$ cat config.mk
export PLATFORM = sky130hd
export DESIGN_NAME = secded_top
export DESIGN_NICKNAME = d
export VERILOG_FILES = /design/src/rtl/secded_top.sv
export SDC_FILE = /design/constraint.sdc
export NUM_CORES = 1
export LEC_CHECK = 0
export CAP_MARGIN = 20
export CORE_AREA = 3 3 40 42
export DETAILED_ROUTE_END_ITERATION = 8
export DIE_AREA = 0 0 43 45
export DONT_BUFFER_PORTS = 1
export MAX_ROUTING_LAYER = met4
export PLACE_DENSITY = 0.5
export SYNTH_ARGS = -nofsm -noshare
export SYNTH_HDL_FRONTEND = slang
export SYNTH_HIERARCHICAL = 1
export SYNTH_SLANG_ARGS = --single-unit
$ cat constraint.sdc
create_clock -name clk -period 1.6 [get_ports clk]
set_input_delay 0.16 -clock clk [delete_from_list [all_inputs] [get_ports clk]]
set_output_delay 0.16 -clock clk [all_outputs]
set_load 0.01 [all_outputs]
$ cat src/rtl/secded_top.sv
// secded_top: Hamming(16,11) SECDED decoder engine with an internal 256x8 data memory.
// After reset release it walks NWORDS received words, decodes each one, writes the
// 11 data bits plus a 2-bit error flag back to memory, then raises done.

// Byte-wide data memory: combinational read, synchronous write, never cleared.
module secded_dmem (
  input  logic       clk_i,
  input  logic       we_i,
  input  logic [7:0] waddr_i,
  input  logic [7:0] wdata_i,
  input  logic [7:0] raddr_i,
  output logic [7:0] rdata_o
);

  logic [7:0] core [0:255];

  // Synchronous byte write; contents survive reset so preloaded inputs are kept.
  always_ff @(posedge clk_i) begin
    if (we_i) begin
      core[waddr_i] <= wdata_i;
    end
  end

  assign rdata_o = core[raddr_i];

endmodule

module secded_top #(
  parameter int unsigned NWORDS   = 15,
  parameter int unsigned IN_BASE  = 30,
  parameter int unsigned OUT_BASE = 0
) (
  input  logic clk,
  input  logic reset,
  output logic done
);

  localparam int unsigned IW = (NWORDS > 1) ? $clog2(NWORDS) : 1;

  typedef enum logic [2:0] {
    S_IDLE,
    S_LD_LO,
    S_LD_HI,
    S_ST_LO,
    S_ST_HI,
    S_DONE
  } state_e;

  state_e        state_q;
  logic [IW-1:0] idx_q;
  logic [7:0]    rlo_q;
  logic [7:0]    rhi_q;
  logic          done_q;

  // Decoder signals
  logic [15:0] r;
  logic [3:0]  syn;
  logic        par;
  logic [15:0] rc;
  logic [1:0]  flag;
  logic [10:0] data;
  logic [15:0] result;

  // Memory-side signals
  logic [7:0] idx8;
  logic [7:0] off;
  logic [7:0] raddr;
  logic [7:0] waddr;
  logic [7:0] wdata;
  logic [7:0] rdata;
  logic       we;

  assign r    = {rhi_q, rlo_q};
  assign idx8 = 8'(idx_q);
  assign off  = {idx8[6:0], 1'b0};

  assign raddr = 8'(IN_BASE)  + off + ((state_q == S_LD_HI) ? 8'd1 : 8'd0);
  assign waddr = 8'(OUT_BASE) + off + ((state_q == S_ST_HI) ? 8'd1 : 8'd0);
  assign we    = (state_q == S_ST_LO) || (state_q == S_ST_HI);
  assign wdata = (state_q == S_ST_HI) ? result[15:8] : result[7:0];
  assign done  = done_q;

  secded_dmem dm1 (
    .clk_i   (clk),
    .we_i    (we),
    .waddr_i (waddr),
    .wdata_i (wdata),
    .raddr_i (raddr),
    .rdata_o (rdata)
  );

  // Syndrome/parity decode of the captured word, single-bit correction and output packing.
  always_comb begin
    syn = '0;
    for (int unsigned k = 1; k < 16; k++) begin
      if (r[4'(k)]) begin
        syn = syn ^ 4'(k);
      end
    end
    par = ^r;
    rc  = r;
    // Odd overall parity means one flipped bit at position syn (syn==0 is p0 itself).
    if (par) begin
      rc[syn] = ~r[syn];
    end
    if (par) begin
      flag = 2'b01;
    end else if (syn != '0) begin
      flag = 2'b10;
    end else begin
      flag = 2'b00;
    end
    data   = {rc[15:9], rc[7:5], rc[3]};
    result = {flag, 3'b000, data};
  end

  // Sequencer: four cycles per word (load low, load high, store low, store high), then done.
  always_ff @(posedge clk or negedge reset) begin
    if (!reset) begin
      state_q <= S_IDLE;
      idx_q   <= '0;
      rlo_q   <= '0;
      rhi_q   <= '0;
      done_q  <= 1'b0;
    end else begin
      case (state_q)
        S_IDLE: begin
          state_q <= S_LD_LO;
        end
        S_LD_LO: begin
          rlo_q   <= rdata;
          state_q <= S_LD_HI;
        end
        S_LD_HI: begin
          rhi_q   <= rdata;
          state_q <= S_ST_LO;
        end
        S_ST_LO: begin
          state_q <= S_ST_HI;
        end
        S_ST_HI: begin
          if (idx_q == IW'(NWORDS - 1)) begin
            state_q <= S_DONE;
            done_q  <= 1'b1;
          end else begin
            idx_q   <= idx_q + IW'(1);
            state_q <= S_LD_LO;
          end
        end
        S_DONE: begin
          state_q <= S_DONE;
          done_q  <= 1'b1;
        end
        default: begin
          state_q <= S_IDLE;
        end
      endcase
    end
  end

endmodule

# Yosys cells after proc, flatten, opt, wreduce, memory -nomap -nowiden
# Cells that the tools add are included.
op_classes:
  n_addsub: 1
  eq_ne: 7
  muxes: 4
  n_bitwise: 1
  reduce_logical: 4
op_table:
  columns: ["operator", "n"]
  rows:
  - ["one-hot mux 3 bit (6 select lines)", 1]
  - ["== test 3 x 2 -> 1 bit (second input constant)", 2]
  - ["== test 3 bit (second input constant)", 2]
  - ["adder 4 x 1 -> 4 bit (second input constant)", 1]
  - ["== test 4 bit (second input constant)", 1]
  - ["AND reduction 2 bit", 2]
  - ["== test 3 x 1 -> 1 bit (second input constant)", 1]
  - ["logical NOT 3 bit", 1]
  - ["two-way mux 3 bit", 1]
  - ["inequality test 2 x 1 -> 1 bit (second input constant)", 1]
  - ["one-hot mux 1 bit (2 select lines)", 1]
  - ["nonzero test 2 bit", 1]
  - ["two-way mux 1 bit", 1]
  - ["NOT 1 bit", 1]
word_totals:
  ff_bits: 8

# Depth between registers and ports, before layout
depth:
  ltp_word: 3
  depth_mapped: 5

# Least setup slack after synthesis
# Ideal clock, no wire load.
synth_timing:
  path_kind: "register to register"
  from: "register idx_q[0]"
  to: "register done_q, in the netlist done"
  arrival_time_ns: 1.108
  setup_slack_ns: 0.367
  path_stages_with_launch: 6
  n_path_buf: 0
  synth_period_minus_slack_ns: 1.233
  cell_sequence: "dfrtp_1 > inv_1 > ha_1 > a31oi_4 > nor2b_1 > or2_1"
synth_via:
  elab_chain_cells: 3
synth_lines:
  columns: ["element", "line", "source"]
  rows:
  - ["from (decl)", "50", "logic [IW-1:0] idx_q;"]
  - ["from (signal assigned)", "146", "idx_q <= idx_q + IW'(1);"]
  - ["== test 4 bit", "142", "if (idx_q == IW'(NWORDS - 1)) begin"]
  - ["inequality test 2 x 1 -> 1 bit (no line)", null, null]
  - ["AND reduction 2 bit (no line)", null, null]
  - ["to (signal assigned)", "124", "done_q <= 1'b0;"]
  - ["to (signal assigned)", "144", "done_q <= 1'b1;"]
  - ["to (signal assigned)", "152", "done_q <= 1'b1;"]
  - ["to (decl)", "53", "logic done_q;"]
# Every way passes these cells.
# A chain may end at the register's enable or synchronous reset.

# Worst setup path after layout
# Same ends and word-level chain as after synthesis.

==> flow_metrics.tcl <==
set metrics [dict create \
    yosys-top-cells-count "dfrtp_1 (8), xnor2_1 (4)" \
    drive_gt1_share_pct 18.2 \
    wl_um 586 \
    max_freq_mhz 747 \
    yosys.area_share.adder_pct 6.76 \
    cts_resized 0 \
    start_util_pct 28.8 \
    synth.area.top_cells "dfrtp_1 (54%), xnor2_1 (9.5%), ha_1 (6.8%), a31oi_4 (5.7%), nor2b_4 (3.7%)" \
    leakagePower_nw 0.195 \
    status "completed" \
    dpl_cell_area_um2 389 \
    max_slew_margin_pct 74.2 \
    synth_top_family_by_area "simple AND/OR/NAND/NOR gates" \
    required_ns 1.73 \
    endpoint_kind "register" \
    min_path_type "in -> async" \
    area_growth_pct 13.9 \
    fin_ws_ns 0.262 \
    post-route-util_pct 32.8 \
    cp_top_family "flip-flops" \
    rows 13 \
    hold_viol 0 \
    yosys_warnings 6 \
    grt_first_pass_wirelength_mm 1.11 \
    maxCapViolCount 0 \
    finalCritPeriodShare_pct 83.6 \
    synth_compound_gate_area_share_pct 9.12 \
    dr.pass1.iters 2 \
    cts_hold_buf 1 \
    ys_async_sr_fraction_pct 100 \
    cts.path.max_buffers 2 \
    drv_slew 0 \
    period_minus_slack_ns 1.34 \
    place_ws_ns 0.292 \
    setup_tns_ns 0 \
    ios 3 \
    cts_made_buffers 3 \
    portBuffers 0 \
    die-area_mm2 0.00194 \
    syn_nets 33 \
    synth.distinct_cells 15 \
    final_area_um2 422 \
    crit_buf_inv 1 \
    skew_ns 0.0110 \
    crit_path_max_fanout 4 \
    yosys.area_share.xor_xnor_pct 9.46 \
    grt_max_degree 9 \
    drc 0 \
    path_clk_slew_ns 0.06 \
    synth_most_common_cell "dfrtp_1" \
    netlist_area_um2 370 \
    synth_top_area_share_pct 54.1 \
    first_iter_violations 1 \
    arrival_ns 1.47 \
    power_density_mw_per_mm2 864 \
    ir_drop_v 0.000205 \
    fp.dieH_um 45 \
    gr-usage-all-layers_pct 8.82 \
    synthFlopType "dfrtp_1" \
    tritoncts "built" \
    final_nets 39 \
    gr-total-overflow 0 \
    cts-htree-levels 1 \
    antenna_found_initial 0 \
    p_total_mw 0.364 \
    synthSimpleGateAreaFrac_pct 15.9 \
    via_count 222 \
    synth.avg_cell_area_um2 12.8 \
    setup_viol 0 \
    synthMuxAreaShare_pct 2.70 \
    insertion_delay_ns 0.26 \
    ys_seq_area_share_pct 54.1 \
    path_cells "inv_1 > ha_1 > a31oi_4 > nor2b_1 > or2_1" \
    synth_top_area_cell "dfrtp_1" \
    wl_per_cell_um 12.2 \
    slowest_stage "dfrtp_1" \
    coreArea_mm2 0.00128 \
    place.gp.congestion 0.649 \
    grt_pass1_vias 251 \
    clkSinkCount 8 \
    cts_root_buf "clkbuf_4" \
    detailed_place_hpwl_um 439 \
    crit_type "reg -> reg" \
    drtAntennaViolNets 0 \
    rsz0062_at_grt "false" \
    via_per_inst 4.63 \
    cts_setup_buffers 0 \
    netlist_instances 29 \
    diodes 0 \
    synth_seq_cells 8 \
    cp_slowest_stage_delay_ns 0.40 \
    worst_slew_pin_slew_ns 0.386 \
    critPathLaunchType "register" \
    fp.dieW_um 43 \
    synth-edff-count 0 \
]
-- power by group --
part | internal (mW) | switching [mW] | total (mW)
clock | 0.0860 | 0.0703 | 0.156
sequential | 0.202 | 0 | 0.202
combinational | 0.00168 | 0.00396 | 0.00564
total | 0.290 | 0.0742 | 0.364
-- final timing paths --
path	from	end	slack (ns)	cells past startpoint
max	idx_q[0]	done	0.26	5
max reg2reg	idx_q[0]	done	0.26	5
min reg2reg	state_q[2]	state_q[1]	0.47	1
max in group asynchronous	reset	state_q[1]	1.06	1
min	reset	idx_q[2]	0.26	1
min in group clk	state_q[2]	state_q[1]	0.47	1
-- kinds of logic (layout without fill, tap and decap cells) --
kind of cell    Yosys count  count (layout)
xor+xnor                  4               4
fa+ha+maj                 2               2
mux                       1               1
buf+inv                   2               6
flops                     8               8
simple gates              9               9
compound gates            3               3
-- worst reg2reg max path, stage by stage (launching register included) --
cell     delay [ns]
dfrtp_1        0.40
inv_1          0.06
ha_1           0.22
a31oi_4        0.23
nor2b_1        0.09
or2_1          0.21
-- layout by cell type (no fill, tap or decap) --
cell type      netlist  final
a21oi_1              1      1
nand2_2              1      1
inv_1                2      2
ha_1                 2      2
mux2i_1              1      1
nor2_1               1      1
a31oi_4              1      1
dfrtp_1              8      8
and3_1               1      1
a21o_1               1      1
clkbuf_4             0      3
xnor2_1              4      4
nand3_1              2      2
nor2b_1              2      2
or2_1                1      1
dlygate4sd3_1        0      1
nor2b_4              1      1
-- per-layer routing --
layer | part of all wire [%] | global-route usage, %
met5 | 0 | -
met4 | 0.68 | 7.23
met3 | 5.5 | 4.78
met2 | 48 | 12.0
met1 | 45 | 9.38
-- registers in the layout, indices dropped and copies added (netlist names) --
register / cells
idx_q: 4
done: 1
state_q: 3
-- layout make-up --
cell class	instances	area [µm²]
clock buffers	3	22.5
fillers	135	863
inverters	2	7.51
multi-input cells	19	163
flip-flops and latches	8	200
well taps	15	18.8
repair buffers	1	10.0
-- stage by stage --
| step | cells | hold WS, ns |
|---|---|---|
| floorplan | 29 | -0.136 |
| global route | 48 | 0.281 |
| CTS | 48 | 0.266 |
| finish | 48 | 0.256 |
| global placement | 44 | -0.135 |
| detailed placement | 44 | -0.135 |
(Power assumes the default switching activity.)
